--- config.mk ---
export PLATFORM = sky130hd
export DESIGN_NAME = scpu_sequencer_flat
export DESIGN_NICKNAME = d
export VERILOG_FILES = /design/src/rtl/scpu_sequencer_pkg.sv /design/src/rtl/scpu_sequencer_if.sv /design/src/rtl/scpu_sequencer_op_decode.sv /design/src/rtl/scpu_sequencer.sv /design/src/flat_wrapper.sv
export SDC_FILE = /design/constraint.sdc
export NUM_CORES = 1
export LEC_CHECK = 0
export CAP_MARGIN = 20
export CORE_UTILIZATION = 37
export CTS_BUF_LIST = sky130_fd_sc_hd__clkbuf_16
export DETAILED_ROUTE_END_ITERATION = 8
export PLACE_DENSITY = 0.83
export SLEW_MARGIN = 25
export SYNTH_ARGS = -nofsm -noshare
export SYNTH_HDL_FRONTEND = slang
export SYNTH_SLANG_ARGS = --single-unit
export TNS_END_PERCENT = 10
--- constraint.sdc ---
create_clock -name clk -period 2.2 [get_ports clk]
set_input_delay 0.44 -clock clk [delete_from_list [all_inputs] [get_ports clk]]
set_output_delay 0.44 -clock clk [all_outputs]
set_load 0.01 [all_outputs]
--- src/rtl/scpu_sequencer_pkg.sv ---
// Shared opcode, state and strobe encodings for the sequencer and datapath.
package scpu_sequencer_pkg;

  localparam int unsigned IR_W     = 8;
  localparam int unsigned OPCODE_W = 4;
  localparam int unsigned IDX_W    = 2;
  localparam int unsigned SEL_W    = 2;
  localparam int unsigned ALU_OP_W = 3;

  localparam logic [OPCODE_W-1:0] OP_ADD = 4'h0;
  localparam logic [OPCODE_W-1:0] OP_SUB = 4'h1;
  localparam logic [OPCODE_W-1:0] OP_AND = 4'h2;
  localparam logic [OPCODE_W-1:0] OP_OR  = 4'h3;
  localparam logic [OPCODE_W-1:0] OP_MOV = 4'h4;
  localparam logic [OPCODE_W-1:0] OP_LDI = 4'h5;
  localparam logic [OPCODE_W-1:0] OP_LD  = 4'h6;
  localparam logic [OPCODE_W-1:0] OP_NOP = 4'h7;
  localparam logic [OPCODE_W-1:0] OP_ST  = 4'h8;
  localparam logic [OPCODE_W-1:0] OP_JMP = 4'h9;
  localparam logic [OPCODE_W-1:0] OP_JZ  = 4'hA;
  localparam logic [OPCODE_W-1:0] OP_JC  = 4'hB;
  localparam logic [OPCODE_W-1:0] OP_LDR = 4'hC;
  localparam logic [OPCODE_W-1:0] OP_STR = 4'hD;
  localparam logic [OPCODE_W-1:0] OP_RSV = 4'hE;
  localparam logic [OPCODE_W-1:0] OP_HLT = 4'hF;

  localparam logic [SEL_W-1:0] ADDR_PC = 2'b00;
  localparam logic [SEL_W-1:0] ADDR_RS = 2'b01;
  localparam logic [SEL_W-1:0] ADDR_DR = 2'b10;

  localparam logic [SEL_W-1:0] RF_SRC_ALU = 2'b00;
  localparam logic [SEL_W-1:0] RF_SRC_DR  = 2'b01;
  localparam logic [SEL_W-1:0] RF_SRC_MEM = 2'b10;

  localparam logic [ALU_OP_W-1:0] ALU_ADD  = 3'b000;
  localparam logic [ALU_OP_W-1:0] ALU_SUB  = 3'b001;
  localparam logic [ALU_OP_W-1:0] ALU_AND  = 3'b010;
  localparam logic [ALU_OP_W-1:0] ALU_OR   = 3'b011;
  localparam logic [ALU_OP_W-1:0] ALU_PASS = 3'b100;

  typedef enum logic [1:0] {
    ST_FETCH  = 2'b00,
    ST_DECODE = 2'b01,
    ST_EXEC   = 2'b10,
    ST_HALT   = 2'b11
  } state_t;

  // One cycle's worth of datapath control.
  typedef struct packed {
    logic                load_ir;
    logic                load_pc;
    logic                load_dr;
    logic                imm;
    logic                mem_wr;
    logic [SEL_W-1:0]    addr_sel;
    logic                rf_we;
    logic [SEL_W-1:0]    rf_src;
    logic [ALU_OP_W-1:0] alu_op;
    logic                flag_we;
  } strobe_t;

endpackage

--- src/rtl/scpu_sequencer_if.sv ---
// Sequencer <-> fetch/datapath signal bundle.
interface scpu_sequencer_if;
  import scpu_sequencer_pkg::*;

  logic                cpu_en;
  logic [IR_W-1:0]     fetch_ir;
  logic                alu_z;
  logic                alu_c;
  logic                dc_load_ir;
  logic                dc_load_pc;
  logic                dc_load_dr;
  logic                dc_imm;
  logic                dc_mem_wr;
  logic [SEL_W-1:0]    dc_addr_sel;
  logic                dc_rf_we;
  logic [SEL_W-1:0]    dc_rf_src;
  logic [IDX_W-1:0]    dc_rd_idx;
  logic [IDX_W-1:0]    dc_rs_idx;
  logic [ALU_OP_W-1:0] dc_alu_op;
  logic                dc_flag_we;
  logic                seq_halt;
  logic [1:0]          seq_state;

  modport master (
    input  cpu_en, fetch_ir, alu_z, alu_c,
    output dc_load_ir, dc_load_pc, dc_load_dr, dc_imm, dc_mem_wr,
           dc_addr_sel, dc_rf_we, dc_rf_src, dc_rd_idx, dc_rs_idx,
           dc_alu_op, dc_flag_we, seq_halt, seq_state
  );

  modport slave (
    output cpu_en, fetch_ir, alu_z, alu_c,
    input  dc_load_ir, dc_load_pc, dc_load_dr, dc_imm, dc_mem_wr,
           dc_addr_sel, dc_rf_we, dc_rf_src, dc_rd_idx, dc_rs_idx,
           dc_alu_op, dc_flag_we, seq_halt, seq_state
  );

endinterface

--- src/rtl/scpu_sequencer_op_decode.sv ---
// Pure combinational opcode classifier for the sequencer.
module scpu_sequencer_op_decode
  import scpu_sequencer_pkg::*;
(
  input  logic [OPCODE_W-1:0] opcode,
  input  logic                alu_z,
  input  logic                alu_c,
  output logic                is_alu,
  output logic                is_mov,
  output logic                is_ldi,
  output logic                is_ld,
  output logic                is_st,
  output logic                is_ldr,
  output logic                is_str,
  output logic                is_two_byte,
  output logic                is_jump,
  output logic                jump_taken,
  output logic                is_halt
);

  // Opcode classes; jump condition resolved against current flags.
  always_comb begin
    is_alu      = (opcode == OP_ADD) || (opcode == OP_SUB) ||
                  (opcode == OP_AND) || (opcode == OP_OR);
    is_mov      = (opcode == OP_MOV);
    is_ldi      = (opcode == OP_LDI);
    is_ld       = (opcode == OP_LD);
    is_st       = (opcode == OP_ST);
    is_ldr      = (opcode == OP_LDR);
    is_str      = (opcode == OP_STR);
    is_halt     = (opcode == OP_HLT);
    is_jump     = (opcode == OP_JMP) || (opcode == OP_JZ) || (opcode == OP_JC);
    is_two_byte = is_ldi || is_ld || is_st || is_jump;
    jump_taken  = (opcode == OP_JMP) ||
                  ((opcode == OP_JZ) && alu_z) ||
                  ((opcode == OP_JC) && alu_c);
  end

endmodule

--- src/rtl/scpu_sequencer.sv ---
// Multi-cycle instruction sequencer: FETCH / DECODE / EXEC / HALT.
module scpu_sequencer
  import scpu_sequencer_pkg::*;
(
  input  logic              clk,
  input  logic              rst_n,
  scpu_sequencer_if.master  bus
);

  state_t              state;
  state_t              state_next;
  strobe_t             strb;
  logic [OPCODE_W-1:0] opcode;

  logic is_alu, is_mov, is_ldi, is_ld, is_st, is_ldr, is_str;
  logic is_two_byte, is_jump, jump_taken, is_halt;

  assign opcode = bus.fetch_ir[7:4];

  scpu_sequencer_op_decode u_op_decode (
    .opcode      (opcode),
    .alu_z       (bus.alu_z),
    .alu_c       (bus.alu_c),
    .is_alu      (is_alu),
    .is_mov      (is_mov),
    .is_ldi      (is_ldi),
    .is_ld       (is_ld),
    .is_st       (is_st),
    .is_ldr      (is_ldr),
    .is_str      (is_str),
    .is_two_byte (is_two_byte),
    .is_jump     (is_jump),
    .jump_taken  (jump_taken),
    .is_halt     (is_halt)
  );

  // State register with synchronous active-low reset.
  always_ff @(posedge clk) begin
    if (!rst_n) state <= ST_FETCH;
    else        state <= state_next;
  end

  // Next-state: a taken jump goes straight to DECODE with the target opcode.
  always_comb begin
    state_next = state;
    unique case (state)
      ST_FETCH:  state_next = bus.cpu_en ? ST_DECODE : ST_FETCH;
      ST_DECODE: begin
        if (is_halt)          state_next = ST_HALT;
        else if (is_two_byte) state_next = ST_EXEC;
        else                  state_next = ST_FETCH;
      end
      ST_EXEC:   state_next = (is_jump && jump_taken) ? ST_DECODE : ST_FETCH;
      ST_HALT:   state_next = ST_HALT;
      default:   state_next = ST_FETCH;
    endcase
  end

  // Strobe generation; everything is held at zero while reset is asserted.
  always_comb begin
    strb = '0;
    if (rst_n) begin
      unique case (state)
        ST_FETCH: begin
          if (bus.cpu_en) begin
            strb.load_ir  = 1'b1;
            strb.load_pc  = 1'b1;
            strb.imm      = 1'b0;
            strb.addr_sel = ADDR_PC;
          end
        end
        ST_DECODE: begin
          if (is_alu) begin
            strb.rf_we   = 1'b1;
            strb.rf_src  = RF_SRC_ALU;
            strb.flag_we = 1'b1;
            strb.alu_op  = ALU_OP_W'(opcode[2:0]);
          end else if (is_mov) begin
            strb.rf_we  = 1'b1;
            strb.rf_src = RF_SRC_ALU;
            strb.alu_op = ALU_PASS;
          end else if (is_ldr) begin
            strb.addr_sel = ADDR_RS;
            strb.rf_we    = 1'b1;
            strb.rf_src   = RF_SRC_MEM;
          end else if (is_str) begin
            strb.addr_sel = ADDR_RS;
            strb.mem_wr   = 1'b1;
          end else if (is_two_byte) begin
            // Second byte is read at PC into DR while PC steps past it.
            strb.load_dr  = 1'b1;
            strb.load_pc  = 1'b1;
            strb.imm      = 1'b0;
            strb.addr_sel = ADDR_PC;
          end
        end
        ST_EXEC: begin
          if (is_ldi) begin
            strb.rf_we  = 1'b1;
            strb.rf_src = RF_SRC_DR;
          end else if (is_ld) begin
            strb.addr_sel = ADDR_DR;
            strb.rf_we    = 1'b1;
            strb.rf_src   = RF_SRC_MEM;
          end else if (is_st) begin
            strb.addr_sel = ADDR_DR;
            strb.mem_wr   = 1'b1;
          end else if (is_jump && jump_taken) begin
            // Fetch the target directly: IR <= mem[DR], PC <= DR + 1.
            strb.load_ir = 1'b1;
            strb.load_pc = 1'b1;
            strb.imm     = 1'b1;
          end
        end
        ST_HALT: strb = '0;
        default: strb = '0;
      endcase
    end
  end

  assign bus.dc_load_ir  = strb.load_ir;
  assign bus.dc_load_pc  = strb.load_pc;
  assign bus.dc_load_dr  = strb.load_dr;
  assign bus.dc_imm      = strb.imm;
  assign bus.dc_mem_wr   = strb.mem_wr;
  assign bus.dc_addr_sel = strb.addr_sel;
  assign bus.dc_rf_we    = strb.rf_we;
  assign bus.dc_rf_src   = strb.rf_src;
  assign bus.dc_alu_op   = strb.alu_op;
  assign bus.dc_flag_we  = strb.flag_we;
  assign bus.dc_rd_idx   = bus.fetch_ir[3:2];
  assign bus.dc_rs_idx   = bus.fetch_ir[1:0];
  assign bus.seq_halt    = rst_n && (state == ST_HALT);
  assign bus.seq_state   = rst_n ? 2'(state) : 2'(ST_FETCH);

endmodule

--- src/flat_wrapper.sv ---
// flat-port wrapper written by rule: the top's interface ports become plain ports
module scpu_sequencer_flat import scpu_sequencer_pkg::*;
  (clk, rst_n, bus_cpu_en, bus_fetch_ir, bus_alu_z, bus_alu_c, bus_dc_load_ir, bus_dc_load_pc, bus_dc_load_dr, bus_dc_imm, bus_dc_mem_wr, bus_dc_addr_sel, bus_dc_rf_we, bus_dc_rf_src, bus_dc_rd_idx, bus_dc_rs_idx, bus_dc_alu_op, bus_dc_flag_we, bus_seq_halt, bus_seq_state);
  scpu_sequencer_if bus_i ();
  input  logic clk;
  input  logic rst_n;
  input wire logic [$bits(bus_i.cpu_en)-1:0] bus_cpu_en;
  input wire logic [$bits(bus_i.fetch_ir)-1:0] bus_fetch_ir;
  input wire logic [$bits(bus_i.alu_z)-1:0] bus_alu_z;
  input wire logic [$bits(bus_i.alu_c)-1:0] bus_alu_c;
  output wire logic [$bits(bus_i.dc_load_ir)-1:0] bus_dc_load_ir;
  output wire logic [$bits(bus_i.dc_load_pc)-1:0] bus_dc_load_pc;
  output wire logic [$bits(bus_i.dc_load_dr)-1:0] bus_dc_load_dr;
  output wire logic [$bits(bus_i.dc_imm)-1:0] bus_dc_imm;
  output wire logic [$bits(bus_i.dc_mem_wr)-1:0] bus_dc_mem_wr;
  output wire logic [$bits(bus_i.dc_addr_sel)-1:0] bus_dc_addr_sel;
  output wire logic [$bits(bus_i.dc_rf_we)-1:0] bus_dc_rf_we;
  output wire logic [$bits(bus_i.dc_rf_src)-1:0] bus_dc_rf_src;
  output wire logic [$bits(bus_i.dc_rd_idx)-1:0] bus_dc_rd_idx;
  output wire logic [$bits(bus_i.dc_rs_idx)-1:0] bus_dc_rs_idx;
  output wire logic [$bits(bus_i.dc_alu_op)-1:0] bus_dc_alu_op;
  output wire logic [$bits(bus_i.dc_flag_we)-1:0] bus_dc_flag_we;
  output wire logic [$bits(bus_i.seq_halt)-1:0] bus_seq_halt;
  output wire logic [$bits(bus_i.seq_state)-1:0] bus_seq_state;
  assign bus_i.cpu_en = bus_cpu_en;
  assign bus_i.fetch_ir = bus_fetch_ir;
  assign bus_i.alu_z = bus_alu_z;
  assign bus_i.alu_c = bus_alu_c;
  assign bus_dc_load_ir = bus_i.dc_load_ir;
  assign bus_dc_load_pc = bus_i.dc_load_pc;
  assign bus_dc_load_dr = bus_i.dc_load_dr;
  assign bus_dc_imm = bus_i.dc_imm;
  assign bus_dc_mem_wr = bus_i.dc_mem_wr;
  assign bus_dc_addr_sel = bus_i.dc_addr_sel;
  assign bus_dc_rf_we = bus_i.dc_rf_we;
  assign bus_dc_rf_src = bus_i.dc_rf_src;
  assign bus_dc_rd_idx = bus_i.dc_rd_idx;
  assign bus_dc_rs_idx = bus_i.dc_rs_idx;
  assign bus_dc_alu_op = bus_i.dc_alu_op;
  assign bus_dc_flag_we = bus_i.dc_flag_we;
  assign bus_seq_halt = bus_i.seq_halt;
  assign bus_seq_state = bus_i.seq_state;
  scpu_sequencer u_core (.clk(clk), .rst_n(rst_n), .bus(bus_i));
endmodule
== After elaboration in Yosys (flattened, before gate mapping) ==
Index checks and enable logic that the tools add are counted.

* Bits in registers: 2
* Input bits: 13
* Logic and storage cells: 75

* Equality and inequality tests: 16
* Multiplexer cells: 41
* Reductions and logical operators: 17

{| class="wikitable"
|+ Operators with widths
! cell !! count
|-
| $eq A4 B4 Y1 const B || 7
|-
| $mux W3 || 8
|-
| $mux W2 || 11
|-
| $mux W6 || 3
|-
| $mux W14 || 1
|-
| $eq A4 B3 Y1 const B || 3
|-
| $mux W4 || 3
|-
| $logic_or A1 B1 Y1 || 10
|-
| $eq A4 B2 Y1 const B || 2
|-
| $mux W1 || 8
|-
| $pmux W2 S4 || 1
|-
| $pmux W2 S3 || 1
|-
| $pmux W3 S2 || 1
|-
| $eq A2 B2 Y1 const B || 2
|-
| $eq A4 B1 Y1 const B || 1
|-
| $logic_and A1 B1 Y1 || 4
|-
| $logic_not A4 Y1 || 1
|-
| $pmux W1 S2 || 2
|-
| $pmux W1 S4 || 1
|-
| $pmux W1 S3 || 1
|-
| $eq A2 B1 Y1 const B || 1
|-
| $logic_not A2 Y1 || 1
|-
| $reduce_or A2 Y1 || 1
|}

== Depth between registers and ports, before layout ==
* Depth in word-level cells: 11
* Depth in mapped cells: 6
* Depth with buffers taken out: 6

== Cells and area by module ==
A second synthesis with hierarchy kept.

* Cells, all modules: 78
* Area total of the unflattened synthesis: 535.5 sq um

{| class="wikitable"
|+ Modules (own cells, without submodules)
! module !! times used !! cells each !! area an instance (sq um) !! seq. area each (sq um)
|-
| scpu_sequencer || 1 || 56 || 396.6 || 40.0
|-
| scpu_sequencer_op_decode || 1 || 22 || 138.9 || 0.0
|}

== Least setup slack after synthesis ==
No wires, ideal clock.

* Path type: input to output
* Start: in bus_fetch_ir[5]
* End: out bus_dc_load_pc
* Data arrival time: 1.229 ns
* Path slack: 0.531 ns
* Stages on the path: 5
* Cells stage by stage: buf_6 > nor2b_4 > mux2i_4 > nand3_2 > a41oi_1

* Word-level cells in the longest chain between the ends: 11
* Elaborated cells between the ends (all ways): 37
* Those cells by class: eq/ne (12); mux (11); reduce/logical (14)

{| class="wikitable"
|+ RTL lines
! what !! line !! RTL
|-
| start, declared || flat_wrapper.sv:8 || <nowiki>input wire logic [$bits(bus_i.fetch_ir)-1:0] bus_fetch_ir;</nowiki>
|-
| $eq A4 B3 Y1 (tied with other cells) || scpu_sequencer_op_decode.sv:26 || <nowiki>is_ldi = (opcode == OP_LDI);</nowiki>
|-
| $logic_or A1 B1 Y1 (tied with other cells) || scpu_sequencer_op_decode.sv:33 || <nowiki>is_two_byte = is_ldi || is_ld || is_st || is_jump;</nowiki>
|-
| $logic_or A1 B1 Y1 (on tied branches) || scpu_sequencer_op_decode.sv:33, scpu_sequencer_op_decode.sv:32, scpu_sequencer_op_decode.sv:34 ||
|-
| $logic_or A1 B1 Y1 (on tied branches) || scpu_sequencer_op_decode.sv:33, scpu_sequencer_op_decode.sv:35 ||
|-
| $mux W3 or $logic_and A1 B1 Y1 (tied branches) || scpu_sequencer.sv:89, scpu_sequencer.sv:108 ||
|-
| $mux W3 or $mux W2 (tied branches) || scpu_sequencer.sv:86, scpu_sequencer.sv:108 ||
|-
| $mux W4 or $mux W2 (tied branches) || scpu_sequencer.sv:82, scpu_sequencer.sv:105 ||
|-
| $mux W6 or $mux W2 (tied branches) || scpu_sequencer.sv:78, scpu_sequencer.sv:101 ||
|-
| $mux W6 or $mux W2 (tied branches) || scpu_sequencer.sv:73, scpu_sequencer.sv:98 ||
|-
| $pmux W1 S4 (*) || scpu_sequencer.sv:63 || <nowiki>unique case (state)</nowiki>
|-
| $mux W14 (*) || scpu_sequencer.sv:62 || <nowiki>if (rst_n) begin</nowiki>
|-
| end, declared || flat_wrapper.sv:12 || <nowiki>output wire logic [$bits(bus_i.dc_load_pc)-1:0] bus_dc_load_pc;</nowiki>
|}

Mark *: on every way between the ends. The rest lies on a longest branch, timed or not.

== Worst setup path in the final report ==
* Start: in bus_fetch_ir[4]
* End: out bus_dc_rf_we

* Word-level cells in the longest chain between the ends: 7
* Elaborated cells between the ends (all ways): 18
* Those cells by class: eq/ne (7); mux (7); reduce/logical (4)

{| class="wikitable"
|+ RTL lines
! what !! line !! RTL
|-
| $eq A4 B1 Y1 or $logic_not A4 Y1 (tied branches) || scpu_sequencer_op_decode.sv:23 || <nowiki>is_alu = (opcode == OP_ADD) || (opcode == OP_SUB) ||</nowiki>
|-
| $logic_or A1 B1 Y1 (2 in a row) || scpu_sequencer_op_decode.sv:23 ||
|-
| $logic_or A1 B1 Y1 || scpu_sequencer_op_decode.sv:24 || <nowiki>(opcode == OP_AND) || (opcode == OP_OR);</nowiki>
|-
| $mux W6 || scpu_sequencer.sv:73 || <nowiki>if (is_alu) begin</nowiki>
|-
| $pmux W3 S2 (*) || scpu_sequencer.sv:63 ||
|-
| $mux W14 (*) || scpu_sequencer.sv:62 ||
|-
| end, declared || flat_wrapper.sv:17 || <nowiki>output wire logic [$bits(bus_i.dc_rf_we)-1:0] bus_dc_rf_we;</nowiki>
|}

Marked as above.

==> out/results.txt <==
MaxCap Viol Count: 0
Critical Path RT: 1.76 ns
Clock sinks: 2
Die area: 1540 um^2
Setup Total Neg Slack: 0 ns
Worst Tran Pin Value: 0.310 ns
Ant diodes: 0
Syn nets: 85
Worst setup startpoint: bus_fetch_ir[4]
Clock Tree Root: clkbuf_16
Commonest non-fill, non-tap cell in the layout: buf_4
I/O pin count: 34
Endpoints failing setup: 0
Worst-path fanout max: 6
Slowest cell on the critical path: dlygate4sd2_1
Hold Crit Start: rst_n
Final layout net count: 124
Die Height: 39.2 um
Layout area overhead: 76.8%
Top reg by flops: u_core.state
Number of antenna violations at the first check in global routing: 0
Routed wire length: 1.61 mm
Drt wl/cell: 13.5 um
Hold buffers post-CTS: 0
WP data arrival: 1.68 ns
R2R Path Start: u_core.state[1]
Tcrit/Tclk final: 96.2%
Status: finished, final reports clean
Worst path max stage delay: 0.32 ns
Min cycle time layout: 2.12 ns
Via density: 5.24
First-pass GRT wire length: 2.26 mm
HP Class: input pin to flop
Final hold vios: 0
Most frequent cells in the layout: 18 x buf_4, 15 x dlygate4sd2_1, 7 x and3_1
Synth Register Bits: 2
Area of the multi-input gates: 408 um^2
Max Freq: 473 MHz
Reg area: 40.0 um^2
GRT Util Overall: 22.1%
Row cnt: 13
Initial core utilization: 39.4%
RSZ-0062 raised after global routing: true
Leakage power figure: 0.000472 uW
Power, Total: 430 uW
Seq/Total Area, Yosys: 7.80%
Power density cells: 474 nW/um^2
H-Tree Depth: 1
Clk slew on worst S/H paths: 0.03 ns
Largest net degree at the start of global routing: 9
Core area: 1300 um^2
Worst-Skew Late Latency: 0.22 ns
Vias: 624
Mapped cell area: 513 um^2
Port Buffers: 25
CTS Buf Count: 3
Vias in the first global route: 534
Clk buf depth: 2
Max Transition Viols Final: 0
Crit end category: output port
Fillers: 115
CP Launch Type: input pin
CP most frequent cell: dlygate4sd2_1
VDD IR max: 378 uV
Remaining DRCs: 0
Crit path kind: input pin to output port
Dpl hpwl: 1.18 mm
Distinct cells, synth: 32
Max FFs per register: 2
DRT antenna net count: 0
Fin Clk Skew: 0.00201 ns
Die width: 39.2 um
Grt total ovfl: 0
Leading registers by flop count: u_core.state x2
Share of layout cells above drive strength 1: 29.8%
CTS tree: yes
Syn Area/Cell: 7.66 um^2
DR iter-0 viols: 27
DR pass1 iterations: 4
Cells after synthesis: 67
Relative slew margins: 79.4%
Critical Path, Cell by Cell: dlygate4sd2_1 -> buf_4 -> o21ai_0 -> a21oi_1 -> nor3_1 -> dlygate4sd2_1
GP Congestion: 0.862
Synth Warn #: 0
## repair_timing
action / CTS / global route
buffers inserted: 1 / 0
endpoints found under the hold margin: 0 / 0
pin swaps: 1 / 0
setup endpoints to repair: 17 / 7
gates resized for setup: 25 / 5
## cell families (layout without fill, tap and decap cells)
| logic type | after synthesis | count (layout) | share of synthesized area, % |
|---|---|---|---|
| and+or+nand+nor | 33 | 33 | 42.4 |
| muxes | 1 | 1 | 4.39 |
| xor gates and xnor gates | 1 | 1 | 3.17 |
| adders and majority gates | 5 | 5 | 12.2 |
| DFF | 2 | 2 | 7.81 |
| AOI/OAI and AO/OA | 12 | 12 | 14.4 |
| buffers and inverters | 13 | 50 | 15.6 |
## report_power, final
part           internal [uW]  switching [uW]
clock network            232            47.0
logic                   57.7            52.2
registers               38.6            2.65
total                    328             102
## Yosys cell counts (all sizes together)
cell type / instances / area (um^2)
a21boi: 2 / 15.0
a21oi: 3 / 15.0
a31oi: 4 / 25.0
a41oi: 1 / 8.76
and2: 5 / 31.3
and2b: 1 / 7.51
and3: 7 / 43.8
and4bb: 1 / 12.5
buf: 7 / 57.6
clkbuf: 1 / 3.75
dfxtp: 2 / 40.0
ha: 5 / 62.6
inv: 5 / 18.8
mux2i: 1 / 22.5
nand2: 6 / 22.5
nand2b: 1 / 6.26
nand3: 2 / 15.0
nand4: 1 / 6.26
nor2: 1 / 3.75
nor2b: 2 / 20.0
nor3: 2 / 10.0
nor3b: 1 / 7.51
nor4: 1 / 6.26
nor4b: 1 / 15.0
nor4bb: 1 / 10.0
o21ai: 2 / 10.0
xor2: 1 / 16.3
## layout make-up
type / instances / share of cell area [%]
Tap cell: 15 / 2.07
Clock buffer: 3 / 8.28
Sequential cell: 2 / 4.41
Multi-Input combinational cell: 52 / 45.0
Timing Repair Buffer: 42 / 38.2
Inverter: 5 / 2.07
## metrics by stage
step	hold slack, ns	cells	setup WS [ns]	instance area [um^2]	utilization, %
CTS	0.780	119	0.00740	897	68.9
global placement	0.792	115	-0.476	841	64.6
detailed placement	0.808	115	-0.495	841	64.6
global route	0.805	119	-0.00328	907	69.7
finish	0.790	119	0.0841	907	69.7
floorplan	0.683	67	0.531	513	-
## critical path, delay by kind of cell
family	cells	cell delay, ns
simple gates	1	0.20
buf+inv	3	0.80
compound gates	2	0.22
## final timing paths
kind / slack, ns / endpoint / cells after the start
worst min register to register: 0.86 / u_core.state[0] / 3
worst min-delay path: 0.79 / u_core.state[0] / 3
worst max register to register: 0.56 / u_core.state[1] / 7
worst max-delay path: 0.08 / bus_dc_rf_we / 6
## metal layers
layer | GRT usage [%] | part of all wire, % | vias to the layer above | wire length (um)
met3 | 1.73 | 6.6 | 2 | 106
met2 | 39.6 | 51 | 31 | 817
li1 | - | - | 304 | -
met1 | 26.6 | 41 | 287 | 666
met4 | 8.62 | 1.1 | 0 | 17
met5 | 0 | 0 | - | 0
Power figures use the tool's default switching activity.
